===== src/rtl/cb_lane_dispatch.sv =====
`default_nettype none
// ============================================================================
// Module   : cb_lane_dispatch
// Purpose  : Grants whole code blocks from segmentation to one of NUM_LANES
//            turbo-encoder lanes, round-robin among lanes with room for a
//            full block. Registered one-cycle byte path.
// Options  : CB_LANE_DISPATCH_STATS_EN adds blk_cnt / err_cnt outputs.
// Revision : 1.0 - initial release
// ============================================================================
module cb_lane_dispatch #(
    parameter int NUM_LANES     = 4,
    parameter int K_PLUS_BYTES  = 768,
    parameter int K_MINUS_BYTES = 760
) (
    input  logic                 clk,
    input  logic                 reset,
    input  logic                 in_valid,
    input  logic                 in_start,
    input  logic                 in_size,
    input  logic [7:0]           in_data,
    output logic                 in_ready,
    input  logic [NUM_LANES-1:0] lane_free,
    output logic [NUM_LANES-1:0] out_lane,
    output logic [7:0]           out_data,
    output logic                 out_start,
    output logic                 out_last,
    output logic                 out_size,
    output logic                 out_abort,
`ifdef CB_LANE_DISPATCH_STATS_EN
    output logic [15:0]          blk_cnt,
    output logic [7:0]           err_cnt,
`endif
    output logic                 err_pulse
);

    localparam int c_PTR_W = $clog2(NUM_LANES);
    localparam int c_CNT_W = $clog2(K_PLUS_BYTES + 1);

    localparam logic [0:0] c_ST_IDLE   = 1'b0;
    localparam logic [0:0] c_ST_STREAM = 1'b1;

    localparam logic [NUM_LANES-1:0] c_LANE_ONE = NUM_LANES'(1);
    localparam logic [c_CNT_W-1:0]   c_CNT_ONE  = c_CNT_W'(1);
    localparam logic [c_CNT_W-1:0]   c_CNT_KP   = c_CNT_W'(K_PLUS_BYTES);
    localparam logic [c_CNT_W-1:0]   c_CNT_KM   = c_CNT_W'(K_MINUS_BYTES);

    logic [0:0]           r_state;
    logic [0:0]           w_state_nxt;
    logic [c_PTR_W-1:0]   r_rr_ptr;
    logic [c_PTR_W-1:0]   r_grant;
    logic [c_CNT_W-1:0]   r_cnt;
    logic                 r_first;
    logic                 r_size;

    logic [NUM_LANES-1:0] r_out_lane;
    logic [7:0]           r_out_data;
    logic                 r_out_start;
    logic                 r_out_last;
    logic                 r_out_abort;
    logic                 r_err_pulse;

    logic [c_PTR_W-1:0]   w_grant;
    logic                 w_any_free;
    logic                 w_grant_go;
    logic                 w_beat;
    logic                 w_abort;
    logic                 w_idle_err;

    // Walk downward so the last hit is the nearest lane above rr_ptr.
    always_comb begin : p_grant_search
        int               w_idx;
        logic [c_PTR_W-1:0] w_sel;
        w_grant    = '0;
        w_any_free = 1'b0;
        w_idx      = 0;
        w_sel      = '0;
        for (int i = NUM_LANES; i >= 1; i--) begin
            w_idx = (int'(r_rr_ptr) + i) % NUM_LANES;
            w_sel = c_PTR_W'(w_idx);
            if (lane_free[w_sel]) begin
                w_grant    = w_sel;
                w_any_free = 1'b1;
            end
        end
    end

    always_comb begin : p_fsm_next
        w_state_nxt = r_state;
        in_ready    = 1'b0;
        w_grant_go  = 1'b0;
        w_beat      = 1'b0;
        w_abort     = 1'b0;
        w_idle_err  = 1'b0;
        case (r_state)
            c_ST_IDLE: begin
                if (in_valid) begin
                    if (!in_start) begin
                        in_ready   = 1'b1;
                        w_idle_err = 1'b1;
                    end else if (w_any_free) begin
                        w_grant_go  = 1'b1;
                        w_state_nxt = c_ST_STREAM;
                    end
                end
            end
            c_ST_STREAM: begin
                in_ready = 1'b1;
                if (in_valid) begin
                    // Start flag must appear exactly on the first beat; otherwise
                    // drop the block and leave the byte for re-arbitration.
                    if (in_start != r_first) begin
                        in_ready    = 1'b0;
                        w_abort     = 1'b1;
                        w_state_nxt = c_ST_IDLE;
                    end else begin
                        w_beat = 1'b1;
                        if (r_cnt == c_CNT_ONE) begin
                            w_state_nxt = c_ST_IDLE;
                        end
                    end
                end
            end
            default: begin
                w_state_nxt = c_ST_IDLE;
            end
        endcase
    end

    always_ff @(posedge clk) begin
        if (!reset) begin
            r_state     <= c_ST_IDLE;
            r_rr_ptr    <= c_PTR_W'(NUM_LANES - 1);
            r_grant     <= '0;
            r_cnt       <= '0;
            r_first     <= 1'b0;
            r_size      <= 1'b0;
            r_out_lane  <= '0;
            r_out_data  <= '0;
            r_out_start <= 1'b0;
            r_out_last  <= 1'b0;
            r_out_abort <= 1'b0;
            r_err_pulse <= 1'b0;
        end else begin
            r_state     <= w_state_nxt;
            r_out_lane  <= '0;
            r_out_start <= 1'b0;
            r_out_last  <= 1'b0;
            r_out_abort <= w_abort;
            r_err_pulse <= w_abort | w_idle_err;
            if (w_grant_go) begin
                r_grant  <= w_grant;
                r_rr_ptr <= w_grant;
                r_size   <= in_size;
                r_cnt    <= in_size ? c_CNT_KP : c_CNT_KM;
                r_first  <= 1'b1;
            end
            if (w_beat) begin
                r_out_lane  <= c_LANE_ONE << r_grant;
                r_out_data  <= in_data;
                r_out_start <= r_first;
                r_out_last  <= (r_cnt == c_CNT_ONE);
                r_cnt       <= r_cnt - c_CNT_ONE;
                r_first     <= 1'b0;
            end
        end
    end

    assign out_lane  = r_out_lane;
    assign out_data  = r_out_data;
    assign out_start = r_out_start;
    assign out_last  = r_out_last;
    assign out_size  = r_size;
    assign out_abort = r_out_abort;
    assign err_pulse = r_err_pulse;

`ifdef CB_LANE_DISPATCH_STATS_EN
    logic [15:0] r_blk_cnt;
    logic [7:0]  r_err_cnt;

    // Counters follow the registered pulses, so they lag the event by a cycle.
    always_ff @(posedge clk) begin
        if (!reset) begin
            r_blk_cnt <= '0;
            r_err_cnt <= '0;
        end else begin
            if (r_out_last) begin
                r_blk_cnt <= r_blk_cnt + 16'd1;
            end
            if (r_err_pulse && (r_err_cnt != 8'hFF)) begin
                r_err_cnt <= r_err_cnt + 8'd1;
            end
        end
    end

    assign blk_cnt = r_blk_cnt;
    assign err_cnt = r_err_cnt;
`else
    // Statistics counters are not built in this configuration.
`endif

endmodule
`default_nettype wire


===== config.mk =====
export PLATFORM = sky130hd
export DESIGN_NAME = cb_lane_dispatch
export DESIGN_NICKNAME = d
export VERILOG_FILES = /design/src/rtl/cb_lane_dispatch.sv
export SDC_FILE = /design/constraint.sdc
export NUM_CORES = 1
export LEC_CHECK = 0
export ABC_AREA = 1
export ABC_CLOCK_PERIOD_IN_PS = 3600
export BUFFER_PORTS_ARGS = -buffer_cell sky130_fd_sc_hd__buf_4
export CAP_MARGIN = 15
export CORE_UTILIZATION = 51
export CTS_BUF_LIST = sky130_fd_sc_hd__clkbuf_8
export DETAILED_ROUTE_END_ITERATION = 10
export HOLD_SLACK_MARGIN = 0.02
export PLACE_DENSITY = 0.75
export SYNTH_ARGS = -nofsm -noshare
export SYNTH_HDL_FRONTEND = slang
export SYNTH_SLANG_ARGS = --single-unit

===== constraint.sdc =====
create_clock -name clk -period 3.6 [get_ports clk]
set_input_delay 0.18 -clock clk [delete_from_list [all_inputs] [get_ports clk]]
set_output_delay 0.18 -clock clk [all_outputs]
set_load 0.02 [all_outputs]

Word-level counts from Yosys, hierarchy flattened --
Cells that the tools add are included.
Operators by class: add/sub/neg operators 5, multipliers 0, shifts and indexed selects 1, equality and inequality tests 2, multiplexer cells 38, divide/modulo/power cells 0, magnitude comparators 4, reductions and logical operators 3, bitwise gates (word level) 3
Operators by type and width (count):
- two-way mux 1 bit | 25
- two-way mux 10 bit | 2
- less-than comparator 2 x 3 -> 1 bit (second input constant) | 4
- equality test 10 x 1 -> 1 bit (second input constant) | 1
- subtractor 10 x 1 -> 10 bit (second input constant) | 1
- two-way mux 9 bit | 1
- binary-select mux 1 bit (select 2 bit) | 4
- two-way mux 2 bit | 4
- adder 2 x 1 -> 2 bit (second input constant) | 2
- adder 2 bit (second input constant) | 2
- case mux 1 bit (2 select lines) | 2
- << shifter 1 x 2 -> 4 bit (first input constant) | 1
- inverter 1 bit | 2
- AND reduction 2 bit | 1
- nonzero test 2 bit | 1
- OR reduction 2 bit | 1
- != test 1 bit | 1
- OR 1 bit | 1
Word-level totals: bits in writable memories 0, logic and storage cells 68, bits in latches 0, input bits 17, memory bits (read-only) 0, memories 0, output and inout bits 18, register bits 33

Logic depth before layout (Yosys ltp) --
depth in word-level cells 13, gate-level depth with buffers 10, depth with buffers taken out 10

Worst setup path before layout --
OpenSTA, ideal clock, no wires.
path kind reg-to-reg, start reg r_rr_ptr[0], end reg r_cnt[9], clock period less this slack 1.268 ns, path buffers 0, data required time 3.483 ns, stages on the path, launching flop included 9, library setup time 0.117 ns, slack 2.332 ns, arrival time 1.151 ns, cells stage by stage dfxtp_1 inv_1 nand2_2 nand2_4 nand2_4 o21bai_4 nand2_4 o21ai_0 nor2_1
Between the ends: longest elaborated chain between the ends 12, elaborated cells between the ends (all ways) 21, classes of those cells 4 x add/sub; 16 x mux; 1 x reduce/logical
RTL lines:
- from (decl) | line 49 | logic [c_PTR_W-1:0] r_rr_ptr;
- from (signal assigned) | line 132 | r_rr_ptr <= c_PTR_W'(NUM_LANES - 1);
- from (signal assigned) | line 152 | r_rr_ptr <= w_grant;
- adder 2 x 1 -> 2 bit | line 78 | w_idx = (int'(r_rr_ptr) + i) % NUM_LANES;
- binary-select mux 1 bit (select 2 bit) | line 80 | if (lane_free[w_sel]) begin
- two-way mux 1 bit (implied by the code) | line 80
- two-way mux 1 bit (3 in series) | line 80
- two-way mux 1 bit * | line 80
- two-way mux 1 bit * | line 100 | end else if (w_any_free) begin
- two-way mux 1 bit * | line 97 | if (!in_start) begin
- two-way mux 1 bit * | line 96 | if (in_valid) begin
- two-way mux 1 bit * | line 94 | case (r_state)
- nonzero test 2 bit (no source line) *
- to (signal assigned) | line 154 | r_cnt <= in_size ? c_CNT_KP : c_CNT_KM;
- to (signal assigned) | line 162 | r_cnt <= r_cnt - c_CNT_ONE;
- to (decl) | line 51 | logic [c_CNT_W-1:0] r_cnt;
Every way passes the cells marked *; elsewhere a longest branch is shown, timed or not. The select of a mux whose other input is x is not followed. A chain may end at the register's enable or synchronous reset.

Worst setup path after layout --
start reg r_first, end reg r_cnt[1]
Between the ends: longest elaborated chain between the ends 5, elaborated cells between the ends (all ways) 6, classes of those cells 1 x eq/ne; 4 x mux; 1 x reduce/logical
RTL lines:
- from (decl) | line 52 | logic r_first;
- from (signal assigned) | line 135 | r_first <= 1'b0;
- from (signal assigned) | line 155 | r_first <= 1'b1;
- from (signal assigned) | line 163 | r_first <= 1'b0;
- != test 1 bit * | line 111 | if (in_start != r_first) begin
- two-way mux 1 bit * | line 111
- two-way mux 1 bit * | line 108 | if (in_valid) begin
- two-way mux 1 bit * | line 94
- two-way mux 10 bit or nonzero test 2 bit (tied branches)
Every way passes the cells marked *; elsewhere a longest branch is shown, timed or not.

==> metrics.md <==
| Metric | Value |
|---|---|
| H-tree Lvls | 2 |
| Tcrit/Tclk final | 49.9% |
| # setup viols final | 0 |
| Worst clock skew | 5.95 ps |
| Drt drc | 0 |
| First-pass GRT wire length | 5.79 mm |
| Initial Utilization | 54.0% |
| Max Cap Viol | 0 |
| Max-slew violation count | 0 |
| Initial antenna violation count | 0 |
| Die height | 58.8 um |
| Via count | 1,538 |
| Worst Setup Start Kind | register |
| Num rows | 20 |
| Cell Area, Synth | 1650 um2 |
| Area of the core | 3050 um2 |
| Placed cells | 308 |
| Hold buffers post-CTS | 0 |
| Antenna viol nets, final | 0 |
| Worst-path cell chain | inv_1 > nand2_1 > nand3b_4 > nor2_1 > inv_1 > o21ai_0 |
| Worst-path clk slew | 70 ps |
| Nets@finish | 290 |
| Synth area leaders | dfxtp_1, nand2_1, nand3_1 |
| Post-CTS Setup Bufs | 0 |
| Fmax | 556 MHz |
| Tot Pwr | 823 uW |
| Worst path most repeated cell | inv_1 |
| Clk buf depth | 2 |
| Final GP Congestion | 0.851 |
| CP Buf/Inv Count | 2 |
| Share of the synthesized area in the top cell type | 40.1% |
| Setup TNS | 0 ps |
| Most common library cells after synthesis | nand2_1, dfxtp_1, inv_1, nand3_1, nor2_1 |
| Ports | 35 |
| Slew @ Worst Pin | 659 ps |
| Syn avg cell area | 6.98 um2 |
| Largest net degree at the start of global routing | 18 |
| Leakage | 0.00103 uW |
| Top FF cell, synth | dfxtp_1 |
| Hold Crit Class | in2reg |
| PostCTS Resize Cnt | 0 |
| Most numerous cell in the Yosys netlist | nand2_1 |
| TritonCTS clock tree | built |
| Syn nets | 255 |
| PortBufs | 34 |
| Clock latency at the later pin of the worst-skew pair | 280 ps |
| Critical Setup Path Class | reg2reg |
| Vias per cell | 4.87 |
| Crit path DAT | 2010 ps |
| Rel. slew slack | 55.9% |
| Gate Count Post-Synth | 236 |
| PD cells | 410 nW/um2 |
| Drt pass-1 iters | 4 |
| Total track usage | 22.2% |
| Min Hold Slack | 79.5 ps |
| Dpl ws | 1770 ps |
| Non-Filler Instances | 316 |
| Delay-heaviest family, CP | simple AND/OR/NAND/NOR gates |
| DIE AREA | 3460 um2 |
| Vias in the first global route | 1,374 |
| Post-synthesis sequential element count | 33 |
| Ant. Diodes | 0 |
| HPWL Detailed | 2.49 mm |
| Register area share after synthesis | 40.1% |
| Layout cells sized above 1 | 20.6% |
| Max FO, Critical Path | 17 |
| Tmin final | 1800 ps |
| Root Buffer | clkbuf_8 |
| CP max stage delay | 570 ps |
| Final WS setup | 1800 ps |
| Total wire length after detailed routing | 3.32 mm |
| Routed len/inst | 10.5 um |
| GRT Residual Overflow | 0 |
| EDFF count, synth | 0 |
| Post-synth cell types | 31 |
| Num CTS Buffers | 5 |
| Flop-to-flop setup slack | 1800 ps |
| Warnings from Yosys | 0 |
| VDD IR max | 263 uV |
| Syn-to-layout area delta | 21.8% |
| Slowest CP cell | nor2_1 |
| CP endpoint kind | register |
| Die width | 58.8 um |
| DR iter-0 viols | 49 |
| RSZ-0062 raised after global routing | false |
| WP data required | 3810 ps |
| Post-synth top area cell | dfxtp_1 |
| Final Hold Viols | 0 |
| Post-synth ARST share | 0% |
| Clock Sinks | 33 |
| Outcome | finished clean |
==> layer usage <==
metal  vias to the layer above  wire (um)  track usage (%)
met1                       685       1600             27.3
li1                        815          -                -
met2                        31       1520             36.7
met4                         0         59             9.18
met3                         7        148             5.93
met5                         -          0                0
==> path summary, 6_finish.rpt <==
path                            startpoint                  endpoint  depth (start not counted)
setup / recovery      r_first$_SDFFE_PP0P_     r_cnt[1]$_SDFFE_PN0P_                          6
hold reg to reg   out_data[0]$_SDFFE_PN0P_  out_data[0]$_SDFFE_PN0P_                          2
hold / removal                  in_data[7]  out_data[7]$_SDFFE_PN0P_                          3
setup reg to reg      r_first$_SDFFE_PP0P_     r_cnt[1]$_SDFFE_PN0P_                          6
==> tightest hold or removal path: cells and delay by family <==
family / cells / cell delay (ps)
buffers and inverters: 1 / 80
AND/OR/NAND/NOR: 2 / 80
==> placed cells by master, fill, tap and decap left out, types with 2 or more instances in the layout <==
master	count
o21ai_0	8
ha_1	2
clkbuf_8	5
nand3_1	23
a21oi_1	9
nor2_2	2
clkinv_2	2
nand2_1	70
nand2_4	3
nand2_2	6
nand4_1	3
buf_4	34
dfxtp_1	33
inv_1	31
nor3_1	6
nor2_1	20
==> cell type report <==
class	count	area, um2
clock inverter	3	13.8
clock buffer	5	68.8
multi-input combinational	166	837
inverter	31	116
fill	273	1050
tap	44	55.1
timing repair buffer	34	255
sequential	33	661
==> sequential cells by signal, summed over array words and instances (netlist names) <==
signal	flops
r_state	1
r_rr_ptr	2
out_data	8
r_first	1
out_last	1
out_abort	1
out_start	1
out_lane	4
r_grant	2
out_size	1
err_pulse	1
r_cnt	10
==> cells by family after synthesis <==
| group | synth area share (%) |
|---|---|
| flip-flops | 40.1 |
| AND/OR/NAND/NOR | 39.9 |
| XOR/XNOR | 1.06 |
| adder cells (fa/ha/maj) | 1.52 |
| AO/OA/AOI/OAI | 8.35 |
| buffers and inverters | 9.11 |
==> through the flow <==
stage          util (%)  cell area, um2
2_1_floorplan         -            1650
3_3_place_gp       63.0            1920
3_5_place_dp       63.0            1920
4_1_cts            65.7            2010
5_1_grt            65.7            2010
6_report           65.7            2010
==> report_power, final <==
part | internal (uW) | leakage (uW) | switching (uW) | total [uW]
Combinational | 65.5 | 0.000715 | 100 | 166
Clock | 131 | 0.0000491 | 129 | 259
Sequential | 382 | 0.000268 | 15.3 | 397
Power figures use the tool's default switching activity.
